<file path="src/rtl/video_types.sv">
`default_nettype none
// ============================================================================
// Package     : video_types
// Description : Constants and types shared by the video-side blocks: the DMA
//               register location, OAM location and size, the OAM DMA state
//               encoding, and the echo-RAM page remap helper.
// Revision    : 1.0 - initial release
// ============================================================================
package video_types;

  // CPU address of the OAM DMA source-page register.
  localparam logic [15:0] DMA_REG_ADDR = 16'hFF46;

  // Absolute location of the OAM table on the bus.
  localparam logic [15:0] OAM_LOC  = 16'hFE00;
  localparam logic [15:0] OAM_BASE = OAM_LOC;

  // 40 sprites x 4 bytes.
  localparam int OAM_SIZE = 160;

  // OAM DMA sequencer states.
  typedef enum logic [2:0] {
    IDLE  = 3'd0,
    REQ   = 3'd1,
    WAIT  = 3'd2,
    WRITE = 3'd3,
    DRAIN = 3'd4
  } dma_state_t;

  // Pages 0xE0..0xFF are the echo-RAM mirror of 0xC0..0xDF; fold them back
  // onto the real work RAM. Every other page is fetched as written.
  function automatic logic [7:0] remap_page(input logic [7:0] page);
    if (page >= 8'hE0) begin
      return page - 8'h20;
    end
    return page;
  endfunction

endpackage
`default_nettype wire

</file>
<file path="src/rtl/oam_dma_controller.sv">
`default_nettype none
// ============================================================================
// Module      : oam_dma_controller
// Description : OAM DMA bus master. A CPU write of a page number to the DMA
//               register copies OAM_SIZE bytes from {page,8'h00} onward into
//               OAM, one byte per read/write round trip, with busy asserted
//               for the whole transfer so the CPU arbiter can stall the CPU.
//
// Ports       : clk, reset             - clock, async active-high reset
//               reg_wr/reg_rd/reg_addr - CPU register access strobes/address
//               reg_wdata/reg_rdata    - CPU write data / registered readback
//               reg_hit                - registered DMA register decode
//               mem_req/mem_addr       - source read request, held until gnt
//               mem_gnt                - source request accepted
//               mem_rvalid/mem_rdata   - source read data return
//               oam_we/oam_addr/oam_wdata - one-cycle OAM write port
//               busy                   - transfer in progress
// Revision    : 1.0 - initial release
// ============================================================================
module oam_dma_controller #(
  parameter logic [15:0] DMA_REG_ADDR = video_types::DMA_REG_ADDR,
  parameter int          OAM_SIZE     = video_types::OAM_SIZE,
  parameter logic [15:0] OAM_BASE     = video_types::OAM_BASE
) (
  input  logic        clk,
  input  logic        reset,
  input  logic        reg_wr,
  input  logic        reg_rd,
  input  logic [15:0] reg_addr,
  input  logic [7:0]  reg_wdata,
  output logic [7:0]  reg_rdata,
  output logic        reg_hit,
  output logic        mem_req,
  output logic [15:0] mem_addr,
  input  logic        mem_gnt,
  input  logic        mem_rvalid,
  input  logic [7:0]  mem_rdata,
  output logic        oam_we,
  output logic [15:0] oam_addr,
  output logic [7:0]  oam_wdata,
  output logic        busy
);

  import video_types::*;

  localparam logic [7:0] c_last_index = 8'(OAM_SIZE - 1);

  dma_state_t  r_state;
  dma_state_t  w_next_state;
  logic [7:0]  r_index;
  logic [7:0]  w_next_index;
  logic [7:0]  r_src_page;
  logic [7:0]  r_data;
  logic        w_capture;
  logic        r_busy;
  logic        r_reg_hit;
  logic [7:0]  r_reg_rdata;

  logic        w_reg_sel;
  logic        w_start;
  logic        w_last;
  logic [7:0]  w_eff_page;

  assign w_reg_sel  = (reg_addr == DMA_REG_ADDR);
  assign w_start    = reg_wr && w_reg_sel;
  assign w_last     = (r_index == c_last_index);
  assign w_eff_page = remap_page(r_src_page);

  // --------------------------------------------------------------------------
  // State register and datapath
  // --------------------------------------------------------------------------
  always_ff @(posedge clk or posedge reset) begin
    if (reset) begin
      r_state <= IDLE;
      r_index <= 8'h00;
      r_data  <= 8'h00;
      r_busy  <= 1'b0;
    end else begin
      r_state <= w_next_state;
      r_index <= w_next_index;
      r_busy  <= (w_next_state != IDLE);
      if (w_capture) begin
        r_data <= mem_rdata;
      end
    end
  end

  // --------------------------------------------------------------------------
  // CPU register: source page, decode flag and readback
  // --------------------------------------------------------------------------
  always_ff @(posedge clk or posedge reset) begin
    if (reset) begin
      r_src_page  <= 8'h00;
      r_reg_hit   <= 1'b0;
      r_reg_rdata <= 8'h00;
    end else begin
      r_reg_hit   <= (reg_wr || reg_rd) && w_reg_sel;
      r_reg_rdata <= (reg_rd && w_reg_sel) ? r_src_page : 8'h00;
      if (w_start) begin
        r_src_page <= reg_wdata;
      end
    end
  end

  // --------------------------------------------------------------------------
  // Next-state logic
  // --------------------------------------------------------------------------
  always_comb begin
    w_next_state = r_state;
    w_next_index = r_index;
    w_capture    = 1'b0;

    case (r_state)
      IDLE: begin
        w_next_index = 8'h00;
        if (w_start) begin
          w_next_state = REQ;
        end
      end

      REQ: begin
        if (w_start) begin
          w_next_index = 8'h00;
          // A read granted in this same cycle will still return data; it
          // belongs to the old page, so it is drained rather than captured.
          w_next_state = mem_gnt ? DRAIN : REQ;
        end else if (mem_gnt) begin
          w_next_state = WAIT;
        end
      end

      WAIT: begin
        if (w_start) begin
          w_next_index = 8'h00;
          // If the old data arrives in the restart cycle it is simply not
          // captured; otherwise it is still in flight and must be drained.
          w_next_state = mem_rvalid ? REQ : DRAIN;
        end else if (mem_rvalid) begin
          w_capture    = 1'b1;
          w_next_state = WRITE;
        end
      end

      WRITE: begin
        // The OAM write of this cycle always goes out; a restart only
        // changes where the sequencer goes afterwards.
        if (w_start) begin
          w_next_index = 8'h00;
          w_next_state = REQ;
        end else if (w_last) begin
          w_next_index = 8'h00;
          w_next_state = IDLE;
        end else begin
          w_next_index = r_index + 8'h01;
          w_next_state = REQ;
        end
      end

      DRAIN: begin
        w_next_index = 8'h00;
        if (mem_rvalid) begin
          w_next_state = REQ;
        end
      end

      default: begin
        w_next_index = 8'h00;
        w_next_state = IDLE;
      end
    endcase
  end

  // --------------------------------------------------------------------------
  // Outputs: decoded straight from the state register, so an async reset
  // clears every bus output immediately.
  // --------------------------------------------------------------------------
  assign mem_req   = (r_state == REQ);
  assign mem_addr  = mem_req ? {w_eff_page, r_index} : 16'h0000;
  assign oam_we    = (r_state == WRITE);
  assign oam_addr  = oam_we ? (OAM_BASE + {8'h00, r_index}) : 16'h0000;
  assign oam_wdata = oam_we ? r_data : 8'h00;
  assign busy      = r_busy;
  assign reg_hit   = r_reg_hit;
  assign reg_rdata = r_reg_rdata;

endmodule
`default_nettype wire

</file>
<file path="config.mk">
export PLATFORM = sky130hd
export DESIGN_NAME = oam_dma_controller
export DESIGN_NICKNAME = d
export VERILOG_FILES = /design/src/rtl/video_types.sv /design/src/rtl/oam_dma_controller.sv
export SDC_FILE = /design/constraint.sdc
export NUM_CORES = 1
export LEC_CHECK = 0
export ABC_AREA = 1
export CORE_ASPECT_RATIO = 1.5
export CORE_MARGIN = 2
export CORE_UTILIZATION = 30
export CTS_CLUSTER_SIZE = 16
export DETAILED_ROUTE_END_ITERATION = 12
export GPL_TIMING_DRIVEN = 0
export HOLD_SLACK_MARGIN = 0.1
export PLACE_DENSITY = 0.66
export SKIP_CTS_REPAIR_TIMING = 1
export SLEW_MARGIN = 20
export SYNTH_ARGS = -nofsm -noshare
export SYNTH_HDL_FRONTEND = slang
export SYNTH_SLANG_ARGS = --single-unit
</file>
<file path="constraint.sdc">
create_clock -name clk -period 1.7 [get_ports clk]
set_input_delay 0.255 -clock clk [delete_from_list [all_inputs] [get_ports clk]]
set_output_delay 0.255 -clock clk [all_outputs]
set_load 0.05 [all_outputs]
</file>
[Word-level counts from Yosys, hierarchy flattened]
Cells that the tools add are included.
Word-level totals
  register bits after elaboration: 37
  output and inout bits: 52
Cells by class
  magnitude comparators: 1
  muxes and demuxes: 25
  $add $sub $neg: 3
  equality and inequality tests: 7
  reductions and logical operators: 7
Operators by type and width (count)
  $mux W8: 7
  $mux W16: 2
  $mux W3: 8
  $eq A16 B16 Y1 const B: 1
  $pmux W8 S2: 1
  $pmux W3 S5: 1
  $add A10 B9 Y11 const A: 1
  $add A8 B1 Y8 const B: 1
  $eq A8 B8 Y1 const B: 1
  $ge A8 B8 Y1 const B: 1
  $sub A8 B6 Y8 const B: 1
  $eq A3 B2 Y1 const B: 2
  $mux W1: 6
  $eq A3 B1 Y1 const B: 1
  $eq A3 B3 Y1 const B: 1
  $logic_and A1 B1 Y1: 3
  $logic_not A3 Y1: 1
  $reduce_bool A3 Y1: 1
  $ne A2 B1 Y1 const B: 1
  $reduce_or A2 Y1: 1
  $logic_or A1 B1 Y1: 1

[Logic depth before layout (Yosys ltp)]
Gate-level depths: netlist of run 1.
  word-level depth: 5
  mapped depth: 11
  gate-level depth less buffers: 10

[Worst setup path before layout of run 1]
Ideal clock, no wire load.
  kind: reg-to-output
  start point: register r_state[2]
  end point: output port oam_addr[5]
  required time: 1445 ps
  path buffers: 1
  cell stages (with the launch flop): 5
  data arrival time: 2178 ps
  path slack: -733 ps
  cell sequence: dfrtp_1 -> nor3_4 -> inv_2 -> buf_2 -> nor2_1
On the way
  word-level cells in the longest chain between the ends: 2
Ends and longest elaborated chain
  from (decl): line oam_dma_controller.sv:48  | dma_state_t r_state;
  from (signal assigned): line oam_dma_controller.sv:79  | r_state <= w_next_state;
  $eq A3 B2 Y1: line oam_dma_controller.sv:179  | assign oam_we = (r_state == WRITE);
  named net oam_we: line oam_dma_controller.sv:38  | output logic oam_we,
  $mux W16: line oam_dma_controller.sv:180  | assign oam_addr = oam_we ? (OAM_BASE + {8'h00, r_index}) : 16'h0000;
  to (decl): line oam_dma_controller.sv:39  | output logic [15:0] oam_addr,
The timed path passes the listed nets, and every way through them passes these cells.

[Worst setup path in the final report of run 1]
  start point: register r_state[0]
  end point: output port oam_addr[6]
On the way
  word-level cells in the longest chain between the ends: 2
Ends and longest elaborated chain (line)
  $eq A3 B2 Y1: oam_dma_controller.sv:179
  $mux W16: oam_dma_controller.sv:180
No other way between the ends.

==> results of run 1 <==
-- metrics by stage --
stage | TNS [ps] | std cells | cell area, um2 | hold slack (ps)
global placement | -36480 | 443 | 3250 | 500
finish | -6050 | 467 | 3700 | 176
detailed placement | -28460 | 444 | 3270 | 493
global route | -9380 | 467 | 3700 | 178
floorplan | -6530 | 277 | 2270 | 376
CTS | -39380 | 452 | 3390 | 178
-- area by class of cell --
| type | count | area, um2 |
|---|---|---|
| fillers | 619 | 3060 |
| plain buffers | 14 | 148 |
| clock buffers | 6 | 82.6 |
| clock inverters | 2 | 37.5 |
| repair buffers | 104 | 1120 |
| well taps | 78 | 97.6 |
| flip-flops and latches | 37 | 930 |
| inverters | 46 | 185 |
| multi-input cells | 180 | 1100 |
-- flip-flops by register name (all words and copies together), names as in the netlist --
| signal | count |
|---|---|
| r_data | 8 |
| r_index | 8 |
| r_src_page | 8 |
| reg_rdata | 8 |
| r_state | 3 |
| busy | 1 |
| reg_hit | 1 |
-- placed cells by master (no fill, tap or decap), types with 2 or more instances in the layout --
cell type | synthesis | final
nand2_1 | 53 | 53
clkdlybuf4s50_1 | 0 | 37
dfrtp_1 | 37 | 34
nand4_1 | 2 | 2
buf_8 | 0 | 8
buf_12 | 1 | 4
nor2_1 | 60 | 34
o21ai_0 | 12 | 12
dlymetal6s2s_1 | 0 | 10
xor2_1 | 2 | 2
nand3_1 | 13 | 13
buf_6 | 2 | 35
a21oi_1 | 11 | 11
dfrtp_2 | 0 | 3
a21oi_2 | 4 | 4
nor2_4 | 2 | 23
inv_1 | 43 | 39
nor3_1 | 3 | 3
a311oi_4 | 0 | 2
inv_2 | 3 | 4
clkbuf_8 | 0 | 6
buf_4 | 8 | 22
nor2_2 | 4 | 9
-- cell families after synthesis --
kind of cell / Yosys count
other: 1
xor gates and xnor gates: 2
AOI/OAI and AO/OA: 32
DFF: 37
buffers and inverters: 60
adders and majority gates: 2
and+or+nand+nor: 143
-- path summary, 6_finish.rpt --
check	endpoint	slack (ps)	from	cells after the start
hold reg to reg	reg_rdata[2]	530	r_src_page[2]	2
min in group clk	r_src_page[7]	520	reg_wdata[7]	3
setup reg to reg	busy	200	r_index[0]	10
setup / recovery	oam_addr[6]	-240	r_state[0]	7
hold / removal	r_data[5]	180	reset	2
max in group asynchronous	r_state[1]	1100	reset	3
-- worst register-to-register path: stages (launching register included) --
cell and delay (ps):
dfrtp_1 410, ha_1 190, nand2_1 70, inv_1 80, nand3_1 110, nor2_1 160
nand2_1 80, nand2_1 60, nand2_1 50, nor2_1 140, nand2_1 60
-- where the power goes --
group          switching (mW)  total (mW)  internal [mW]
registers              0.0724        1.10           1.03
clock network           0.328       0.805          0.477
logic                    2.04        3.35           1.31
-- metal layers --
layer,global-route usage (%),up-vias
met4,5.12,0
met1,16.5,961
met3,2.96,7
li1,-,1068
met2,26.4,64
met5,0,-
==> impl_metrics.xml, run 1 <==
<?xml version="1.0" encoding="UTF-8"?>
<metrics>
  <group name="outcome">
    <metric name="run_status" unit="">finished with violations</metric>
    <metric name="failed_checks" unit="">negative setup slack</metric>
  </group>
  <group name="synthesis">
    <metric name="synth_top_flop_cell" unit="">dfrtp_1</metric>
    <metric name="synth-seq-cells" unit="">37</metric>
    <metric name="synth.top_cell.area_share" unit="%">44.6</metric>
    <metric name="xor_xnor_fraction_of_synth_area" unit="%">0.844</metric>
    <metric name="netlist_top_cells_area" unit="">dfrtp_1 (45%), nor2_1 (11%), nand2_1 (9.6%)</metric>
    <metric name="yosysUniqueCellTypes" unit="">30</metric>
    <metric name="yosys-mux-area-fraction" unit="%">0</metric>
    <metric name="yosys.area_share.simple" unit="%">30.0</metric>
    <metric name="post-synth-top-count-cell" unit="">nor2_1</metric>
    <metric name="yosysWarnings" unit="">0</metric>
    <metric name="syn_nets" unit="">317</metric>
    <metric name="syn_area_per_cell" unit="um2">7.49</metric>
    <metric name="seq_area_frac_synth" unit="%">44.6</metric>
    <metric name="postSynth.asyncResetShare" unit="%">100</metric>
    <metric name="netlist_area" unit="mm2">0.00207</metric>
    <metric name="synth_top_family_by_area" unit="">simple AND/OR/NAND/NOR gates</metric>
    <metric name="yosys.area_share.adder" unit="%">1.21</metric>
    <metric name="post_synth_inst_count" unit="">277</metric>
    <metric name="synth_compound_area_share" unit="%">9.17</metric>
    <metric name="synth-edff-count" unit="">0</metric>
    <metric name="synth_area_leader_cell" unit="">dfrtp_1</metric>
    <metric name="post_synth_most_frequent_cells" unit="">nor2_1 (60), nand2_1 (53), inv_1 (43), dfrtp_1 (37), nand3_1 (13)</metric>
  </group>
  <group name="critical_path">
    <metric name="worst-path-buf-inv" unit="">5</metric>
    <metric name="critical-path-top-delay-family" unit="">buffers and inverters</metric>
    <metric name="critical_path_required" unit="ps">1440</metric>
    <metric name="worst_setup_path_end_kind" unit="">output port</metric>
    <metric name="worst_ep_arrival_time" unit="ps">1680</metric>
    <metric name="slowest_stage" unit="">dfrtp_1</metric>
    <metric name="crit_type" unit="">reg2out</metric>
    <metric name="critical_path.most_common_cell" unit="">buf_6</metric>
    <metric name="max_stage_delay" unit="ps">340</metric>
    <metric name="cells_traversed_along_the_worst_timing_path" unit="">buf_6 -&gt; inv_6 -&gt; nor3_4 -&gt; clkinv_4 -&gt; buf_12 -&gt; nor2_4 -&gt; buf_6</metric>
    <metric name="timing.critical_path.fanout_max" unit="">10</metric>
    <metric name="crit_path_start_kind" unit="">flip-flop</metric>
  </group>
  <group name="sta">
    <metric name="post-route-worst-setup-slack" unit="ps">-237</metric>
    <metric name="fmax" unit="GHz">0.516</metric>
    <metric name="grt_setup_unrepaired" unit="">true</metric>
    <metric name="clock_skew" unit="ps">5.88</metric>
    <metric name="setup_viol" unit="">37</metric>
    <metric name="finalHoldViolations" unit="">0</metric>
    <metric name="slew-limit-headroom" unit="%">63.8</metric>
    <metric name="layout_min_cycle_time" unit="ps">1940</metric>
    <metric name="min_period_over_period" unit="%">114</metric>
    <metric name="worst_slew_pin_slew" unit="ps">542</metric>
    <metric name="drv_slew" unit="">0</metric>
  </group>
  <group name="final_layout">
    <metric name="antenna-diode-count" unit="">0</metric>
    <metric name="final_nets" unit="">428</metric>
    <metric name="fin_util" unit="%">54.7</metric>
    <metric name="final_layout_size_suffix_gt1_share" unit="%">34.2</metric>
    <metric name="flow.area_growth_from_synthesis" unit="%">78.3</metric>
  </group>
  <group name="route">
    <metric name="wl_met2" unit="um">3040</metric>
    <metric name="avgRoutedWirePerCell" unit="um">11.6</metric>
    <metric name="routed_wire_length" unit="um">5410</metric>
    <metric name="routed-via-count" unit="">2100</metric>
    <metric name="first_iter_violations" unit="">73</metric>
    <metric name="routedLengthMet1" unit="um">2020</metric>
    <metric name="detail_route.vias_per_cell" unit="">4.50</metric>
    <metric name="drt_pre_antenna_iters" unit="">4</metric>
    <metric name="dr.max_layer_used" unit="">met4</metric>
    <metric name="antenna_violating_nets_post_route" unit="">0</metric>
    <metric name="post-route-drc-count" unit="">0</metric>
    <metric name="route.met3.wl" unit="um">260</metric>
  </group>
  <group name="clock_network">
    <metric name="tritoncts" unit="">done</metric>
    <metric name="cts_buffer_depth" unit="">2</metric>
    <metric name="clk_root_buffer_cell" unit="">clkbuf_8</metric>
    <metric name="htreeDepth" unit="">2</metric>
    <metric name="cts.sink_count" unit="">37</metric>
    <metric name="worst_skew_pair.late_latency" unit="ps">290</metric>
    <metric name="tritoncts.num_buffers" unit="">5</metric>
    <metric name="clkSlewWorstSetupHoldPaths" unit="ps">80</metric>
  </group>
  <group name="pwr">
    <metric name="power_leakage" unit="nW">1.93</metric>
    <metric name="power.density_cell_area" unit="mW/mm2">1420</metric>
    <metric name="irDropWorstVdd" unit="uV">763</metric>
    <metric name="report.power.total" unit="mW">5.25</metric>
  </group>
  <group name="global_route">
    <metric name="globalRoute.totalOverflow" unit="">0</metric>
    <metric name="grt_max_degree" unit="">32</metric>
    <metric name="grt_antenna_before_repair" unit="">0</metric>
    <metric name="globalRouteTotalUtil" unit="%">14.6</metric>
    <metric name="grt_pass1_vias" unit="">1996</metric>
    <metric name="grt_first_pass_wirelength" unit="um">8880</metric>
  </group>
  <group name="worst_hold_path">
    <metric name="worstHoldPathType" unit="">in2async</metric>
  </group>
  <group name="floorplan">
    <metric name="dieArea" unit="mm2">0.00761</metric>
    <metric name="floorplan.die.height" unit="um">106</metric>
    <metric name="initial_utilization" unit="%">30.7</metric>
    <metric name="placement_rows" unit="">37</metric>
    <metric name="core_area" unit="mm2">0.00676</metric>
    <metric name="die_boundary_width" unit="um">71.9</metric>
    <metric name="io_pins" unit="">90</metric>
  </group>
  <group name="placed_design">
    <metric name="io_buffers" unit="">88</metric>
    <metric name="post-place-ws" unit="ps">-840</metric>
    <metric name="detailed_place_hpwl" unit="um">4190</metric>
    <metric name="globalplace.congestion" unit="">0.815</metric>
  </group>
  <group name="job">
    <metric name="maxcap_violations" unit="">0</metric>
  </group>
</metrics>
(Power assumes the default switching activity.)
==> run 2, diff against run 1 <==
==> constraint.sdc (replaced) <==
create_clock -name clk -period 2.3 [get_ports clk]
set_input_delay 0.345 -clock clk [delete_from_list [all_inputs] [get_ports clk]]
set_output_delay 0.345 -clock clk [all_outputs]
set_load 0.05 [all_outputs]
==> run 2 against run 1 <==
Compared with the run above: the run now ends clean; sequential cell count did not move; critical path depth is 3 lower; via count is 3.6% lower; non-clock buffer count decreased by 13; register-to-register slack better by 530 ps; worst hold slack better by 140 ps; total power shrank 39%; clock-buffer cell count is 1 lower; routed wire length decreased by 2.8%; global-route usage up 0.28 points; sequential power shrank 26%; setup slack improved by 340 ps; critical path type unchanged; highest routed layer unchanged.
==> impl_metrics.xml, run 2 (same netlist as run 1, synthesis figures left out) <==
<?xml version="1.0" encoding="UTF-8"?>
<metrics>
  <group name="sta">
    <metric name="finalHoldViolations" unit="">0</metric>
    <metric name="slew-limit-headroom" unit="%">63.8</metric>
    <metric name="min_period_over_period" unit="%">95.6</metric>
    <metric name="setup_viol" unit="">0</metric>
    <metric name="worst_slew_pin_slew" unit="ps">541</metric>
    <metric name="layout_min_cycle_time" unit="ps">2200</metric>
    <metric name="fmax" unit="GHz">0.455</metric>
    <metric name="drv_slew" unit="">0</metric>
    <metric name="grt_setup_unrepaired" unit="">false</metric>
    <metric name="clock_skew" unit="ps">4.50</metric>
    <metric name="post-route-worst-setup-slack" unit="ps">102</metric>
  </group>
  <group name="route">
    <metric name="first_iter_violations" unit="">158</metric>
    <metric name="dr.max_layer_used" unit="">met4</metric>
    <metric name="antenna_violating_nets_post_route" unit="">0</metric>
    <metric name="routed_wire_length" unit="um">5260</metric>
    <metric name="routedLengthMet1" unit="um">2030</metric>
    <metric name="route.met3.wl" unit="um">331</metric>
    <metric name="wl_met2" unit="um">2810</metric>
    <metric name="detail_route.vias_per_cell" unit="">4.46</metric>
    <metric name="avgRoutedWirePerCell" unit="um">11.6</metric>
    <metric name="drt_pre_antenna_iters" unit="">4</metric>
    <metric name="routed-via-count" unit="">2024</metric>
    <metric name="post-route-drc-count" unit="">0</metric>
  </group>
  <group name="final_layout">
    <metric name="mostFrequentLayoutCell" unit="">nor2_1</metric>
    <metric name="most-common-layout-cells" unit="">nor2_1 (60), nand2_1 (53), clkdlybuf4s50_1 (47), inv_1 (42), dfrtp_1 (37)</metric>
    <metric name="flow.area_growth_from_synthesis" unit="%">51.7</metric>
    <metric name="final_nets" unit="">415</metric>
    <metric name="final_layout_size_suffix_gt1_share" unit="%">17.6</metric>
    <metric name="multi_input_gate_area_in_the_final_layout" unit="um2">866</metric>
    <metric name="layout.cell_area.non_filler" unit="mm2">0.00315</metric>
    <metric name="layout.area.seq" unit="um2">926</metric>
    <metric name="antenna-diode-count" unit="">0</metric>
    <metric name="fillCellCount" unit="">693</metric>
  </group>
  <group name="placed_design">
    <metric name="io_buffers" unit="">88</metric>
    <metric name="post-place-ws" unit="ps">-405</metric>
    <metric name="dpl_cell_area" unit="mm2">0.00308</metric>
    <metric name="detailed_place_hpwl" unit="um">4220</metric>
    <metric name="globalplace.congestion" unit="">0.838</metric>
  </group>
  <group name="global_route">
    <metric name="globalRoute.totalOverflow" unit="">0</metric>
    <metric name="grt_antenna_before_repair" unit="">0</metric>
    <metric name="grt_first_pass_wirelength" unit="um">8920</metric>
    <metric name="globalRouteTotalUtil" unit="%">14.9</metric>
    <metric name="grt_pass1_vias" unit="">1982</metric>
    <metric name="grt_max_degree" unit="">26</metric>
  </group>
  <group name="floorplan">
    <metric name="floorplan.die.height" unit="um">106</metric>
    <metric name="io_pins" unit="">90</metric>
    <metric name="core_area" unit="mm2">0.00676</metric>
    <metric name="die_boundary_width" unit="um">71.9</metric>
    <metric name="placement_rows" unit="">37</metric>
    <metric name="dieArea" unit="mm2">0.00761</metric>
    <metric name="initial_utilization" unit="%">30.7</metric>
  </group>
  <group name="pwr">
    <metric name="irDropWorstVdd" unit="uV">387</metric>
    <metric name="power_leakage" unit="nW">1.90</metric>
    <metric name="power.density_cell_area" unit="mW/mm2">1020</metric>
  </group>
  <group name="worst_hold_path">
    <metric name="worstHoldPathType" unit="">in2async</metric>
  </group>
  <group name="critical_path">
    <metric name="critical_path_required" unit="ps">1960</metric>
    <metric name="worst_ep_arrival_time" unit="ps">1850</metric>
    <metric name="worst_setup_path_end_kind" unit="">output port</metric>
    <metric name="timing.critical_path.fanout_max" unit="">4</metric>
    <metric name="crit_type" unit="">reg2out</metric>
    <metric name="crit_path_start_kind" unit="">flip-flop</metric>
  </group>
  <group name="clock_network">
    <metric name="cts.sink_count" unit="">37</metric>
    <metric name="clk_root_buffer_cell" unit="">clkbuf_8</metric>
    <metric name="clkSlewWorstSetupHoldPaths" unit="ps">80</metric>
    <metric name="htreeDepth" unit="">2</metric>
    <metric name="tritoncts.num_buffers" unit="">5</metric>
    <metric name="tritoncts" unit="">done</metric>
    <metric name="worst_skew_pair.late_latency" unit="ps">290</metric>
    <metric name="cts_buffer_depth" unit="">2</metric>
  </group>
  <group name="outcome">
    <metric name="run_status" unit="">finished, final reports clean</metric>
  </group>
  <group name="job">
    <metric name="maxcap_violations" unit="">0</metric>
  </group>
</metrics>
-- run 2: changes by cell type in the layout (fill, tap and decap cells not counted), sizes merged --
cell,previous run,this run
buf,70,16
clkbuf,7,28
clkdlybuf4s50,37,47
dlymetal6s2s,10,19
inv,45,46
-- run 2: worst paths after layout --
path                                      to           from  slack, ps  cells after the start
worst max-delay path            mem_addr[14]  r_src_page[5]        100                      4
worst min-delay path              r_index[7]          reset        320                      2
worst max register to register          busy     r_index[0]        730                     10
worst min register to register  reg_rdata[2]  r_src_page[2]        510                      2
max in group asynchronous         r_state[2]          reset       1560                      3
min in group clk                reg_rdata[2]  r_src_page[2]        510                      2
-- run 2: final cells by class --
cell class              instances  share of cell area (%)
flip-flops and latches         37                    29.4
inverters                      46                    5.48
well taps                      78                    3.10
clock buffers                   5                    2.19
plain buffers                  14                    3.74
clock inverters                 3                    1.47
multi-input cells             180                    27.5
repair buffers                 91                    27.1
-- run 2: stage by stage --
stage / util, % / std cells / setup TNS [ps] / power, mW / hold slack (ps)
floorplan: - / 277 / -2530 / 2.16 / 466
global placement: 45.3 / 443 / -5080 / 2.73 / 486
detailed placement: 45.6 / 444 / -5740 / 2.77 / 488
CTS: 47.3 / 452 / -18150 / 3.35 / 320
global route: 46.6 / 454 / 0 / 3.43 / 337
finish: 46.6 / 454 / 0 / 3.23 / 320
-- run 2: report_power, final --
group	switching [mW]	internal [mW]	total, mW
logic	1.29	0.562	1.85
clock network	0.242	0.324	0.566
registers	0.0516	0.759	0.811
total	1.58	1.65	3.23
-- run 2: critical path: stages, from the launching register on --
cell and delay (ps):
dfrtp_1 410, inv_1 140, ha_1 260, a311oi_2 290, dlymetal6s2s_1 470
-- run 2: metal layers --
metal  vias to the layer above  GRT usage [%]
li1                       1035              -
met1                       912           16.9
met2                        70           25.8
met3                         7           4.02
met4                         0           5.93
met5                         -              0
==> run 3, diff against run 2 <==
--- a/config.mk
+++ b/config.mk
@@ -11,11 +11,11 @@
 export CORE_UTILIZATION = 30
 export CTS_CLUSTER_SIZE = 16
 export DETAILED_ROUTE_END_ITERATION = 12
+export DONT_BUFFER_PORTS = 1
 export GPL_TIMING_DRIVEN = 0
 export HOLD_SLACK_MARGIN = 0.1
-export PLACE_DENSITY = 0.66
+export PLACE_DENSITY = 0.5
 export SKIP_CTS_REPAIR_TIMING = 1
-export SLEW_MARGIN = 20
 export SYNTH_ARGS = -nofsm -noshare
 export SYNTH_HDL_FRONTEND = slang
 export SYNTH_SLANG_ARGS = --single-unit
==> run 3 against run 2 <==
Compared with the run above: largest cell class is now multi-input gates; cell area down 20%; maximum frequency down 14%; via count down 12%; the run now ends with negative setup slack left; critical endpoint is now mem_addr[4]; non-clock buffer count down 84.
==> impl_metrics.xml, run 3 (same netlist as run 1, synthesis figures left out) <==
<?xml version="1.0" encoding="UTF-8"?>
<metrics>
  <group name="outcome">
    <metric name="run_status" unit="">finished with violations</metric>
    <metric name="failed_checks" unit="">negative setup slack</metric>
  </group>
  <group name="sta">
    <metric name="setup_viol" unit="">27</metric>
    <metric name="post-route-worst-setup-slack" unit="ps">-257</metric>
    <metric name="slew-limit-headroom" unit="%">33.7</metric>
    <metric name="drv_slew" unit="">0</metric>
    <metric name="min_period_over_period" unit="%">111</metric>
    <metric name="layout_min_cycle_time" unit="ps">2560</metric>
    <metric name="clock_skew" unit="ps">4.73</metric>
    <metric name="grt_setup_unrepaired" unit="">true</metric>
    <metric name="worst_slew_pin_slew" unit="ps">1000</metric>
    <metric name="finalHoldViolations" unit="">0</metric>
    <metric name="fmax" unit="GHz">0.391</metric>
  </group>
  <group name="clock_network">
    <metric name="cts.sink_count" unit="">37</metric>
    <metric name="tritoncts" unit="">done</metric>
    <metric name="htreeDepth" unit="">2</metric>
    <metric name="tritoncts.num_buffers" unit="">5</metric>
    <metric name="clkSlewWorstSetupHoldPaths" unit="ps">80</metric>
    <metric name="worst_skew_pair.late_latency" unit="ps">290</metric>
    <metric name="clk_root_buffer_cell" unit="">clkbuf_8</metric>
    <metric name="cts_buffer_depth" unit="">2</metric>
  </group>
  <group name="route">
    <metric name="avgRoutedWirePerCell" unit="um">13.4</metric>
    <metric name="routed_wire_length" unit="um">4980</metric>
    <metric name="post-route-drc-count" unit="">0</metric>
    <metric name="antenna_violating_nets_post_route" unit="">0</metric>
    <metric name="first_iter_violations" unit="">96</metric>
    <metric name="routed-via-count" unit="">1775</metric>
    <metric name="detail_route.vias_per_cell" unit="">4.78</metric>
    <metric name="drt_pre_antenna_iters" unit="">5</metric>
  </group>
  <group name="global_route">
    <metric name="grt_max_degree" unit="">38</metric>
    <metric name="grt_pass1_vias" unit="">1666</metric>
    <metric name="globalRouteTotalUtil" unit="%">13.2</metric>
    <metric name="grt_first_pass_wirelength" unit="um">7830</metric>
    <metric name="grt_antenna_before_repair" unit="">0</metric>
    <metric name="globalRoute.totalOverflow" unit="">0</metric>
  </group>
  <group name="pwr">
    <metric name="power_leakage" unit="nW">1.27</metric>
    <metric name="irDropWorstVdd" unit="uV">323</metric>
    <metric name="power.density_cell_area" unit="mW/mm2">1290</metric>
  </group>
  <group name="final_layout">
    <metric name="final_nets" unit="">332</metric>
    <metric name="fillCellCount" unit="">706</metric>
    <metric name="most-common-layout-cells" unit="">nand2_1 (53), inv_1 (41), nor2_1 (40), dfrtp_1 (36), nor2_4 (15)</metric>
    <metric name="antenna-diode-count" unit="">0</metric>
    <metric name="final_layout_size_suffix_gt1_share" unit="%">24.6</metric>
    <metric name="mostFrequentLayoutCell" unit="">nand2_1</metric>
    <metric name="flow.area_growth_from_synthesis" unit="%">22.0</metric>
    <metric name="fin_cells" unit="">371</metric>
  </group>
  <group name="placed_design">
    <metric name="post-place-ws" unit="ps">-519</metric>
    <metric name="placedCellCount" unit="">355</metric>
    <metric name="detailed_place_hpwl" unit="um">3690</metric>
    <metric name="io_buffers" unit="">0</metric>
    <metric name="globalplace.congestion" unit="">0.812</metric>
  </group>
  <group name="critical_path">
    <metric name="critical_path_required" unit="ps">1960</metric>
    <metric name="crit_type" unit="">reg2out</metric>
    <metric name="timing.critical_path.fanout_max" unit="">10</metric>
    <metric name="worst_ep_arrival_time" unit="ps">2210</metric>
    <metric name="crit_path_start_kind" unit="">flip-flop</metric>
    <metric name="worst_setup_path_end_kind" unit="">output port</metric>
  </group>
  <group name="floorplan">
    <metric name="io_pins" unit="">90</metric>
    <metric name="placement_rows" unit="">37</metric>
    <metric name="die_boundary_width" unit="um">71.9</metric>
    <metric name="floorplan.die.height" unit="um">106</metric>
    <metric name="dieArea" unit="mm2">0.00761</metric>
    <metric name="core_area" unit="mm2">0.00676</metric>
    <metric name="initial_utilization" unit="%">30.7</metric>
  </group>
  <group name="worst_hold_path">
    <metric name="worstHoldPathType" unit="">in2async</metric>
  </group>
  <group name="job">
    <metric name="maxcap_violations" unit="">0</metric>
  </group>
</metrics>
==> run 3: cell count changes in the layout (fill, tap and decap cells not counted), sizes merged <==
| cell | previous run | this run |
|---|---|---|
| clkdlybuf4s50 | 47 | 0 |
| clkbuf | 28 | 6 |
| dlymetal6s2s | 19 | 0 |
| buf | 16 | 20 |
| bufinv | 1 | 2 |
| clkinv | 1 | 0 |
| nor3 | 4 | 5 |
==> run 3: worst paths after layout <==
check	start	end	slack (ps)	cells past startpoint
setup / recovery	r_state[1]	mem_addr[4]	-260	5
hold / removal	reset	r_data[0]	80	1
setup reg to reg	r_state[0]	r_index[0]	590	8
hold reg to reg	r_src_page[3]	reg_rdata[3]	510	2
max in group asynchronous	reset	r_state[2]	1670	1
min in group clk	reg_wdata[5]	r_src_page[5]	170	2
==> run 3: critical path, stage by stage, from the launching register on <==
cell      delay [ps]
dfrtp_1          420
buf_4            150
nor2_2           140
nand2_4          130
clkbuf_1         310
nor2_1           760
==> run 3: layer usage <==
metal / vias up / share of wire [%] / global-route usage, %
met5: - / 0 / 0
met4: 0 / 1.9 / 6.06
met3: 7 / 6.7 / 3.35
met2: 70 / 50 / 22.0
met1: 829 / 41 / 15.6
li1: 869 / - / -
==> run 3: metrics by stage <==
stage / instance area, um2 / total power, mW / hold slack (ps) / util (%) / TNS [ps]
4_1_cts: 2330 / 3.04 / 109 / 34.4 / -14060
3_3_place_gp: 2180 / 2.32 / 471 / 32.2 / -6520
5_1_grt: 2530 / 3.43 / 141 / 37.4 / -7740
3_5_place_dp: 2190 / 2.34 / 432 / 32.4 / -6600
6_report: 2530 / 3.26 / 78.0 / 37.4 / -4910
2_1_floorplan: 2080 / 2.16 / 466 / - / -2530
==> run 3: layout make-up <==
type                    instances  area (um2)  area share, %
multi-input cells             181        1000           39.6
inverters                      46         179           7.07
plain buffers                  14         131           5.19
well taps                      78        97.6           3.86
flip-flops and latches         37         927           36.6
clock inverters                 3        68.8           2.72
clock buffers                   5        68.8           2.72
repair buffers                  7        56.3           2.22
==> run 3: power by group <==
part | leakage, nW | switching (mW) | internal [mW]
sequential | 0.439 | 0.0821 | 0.758
clock | 0.0687 | 0.259 | 0.437
combinational | 0.758 | 1.31 | 0.415
total | 1.27 | 1.65 | 1.61
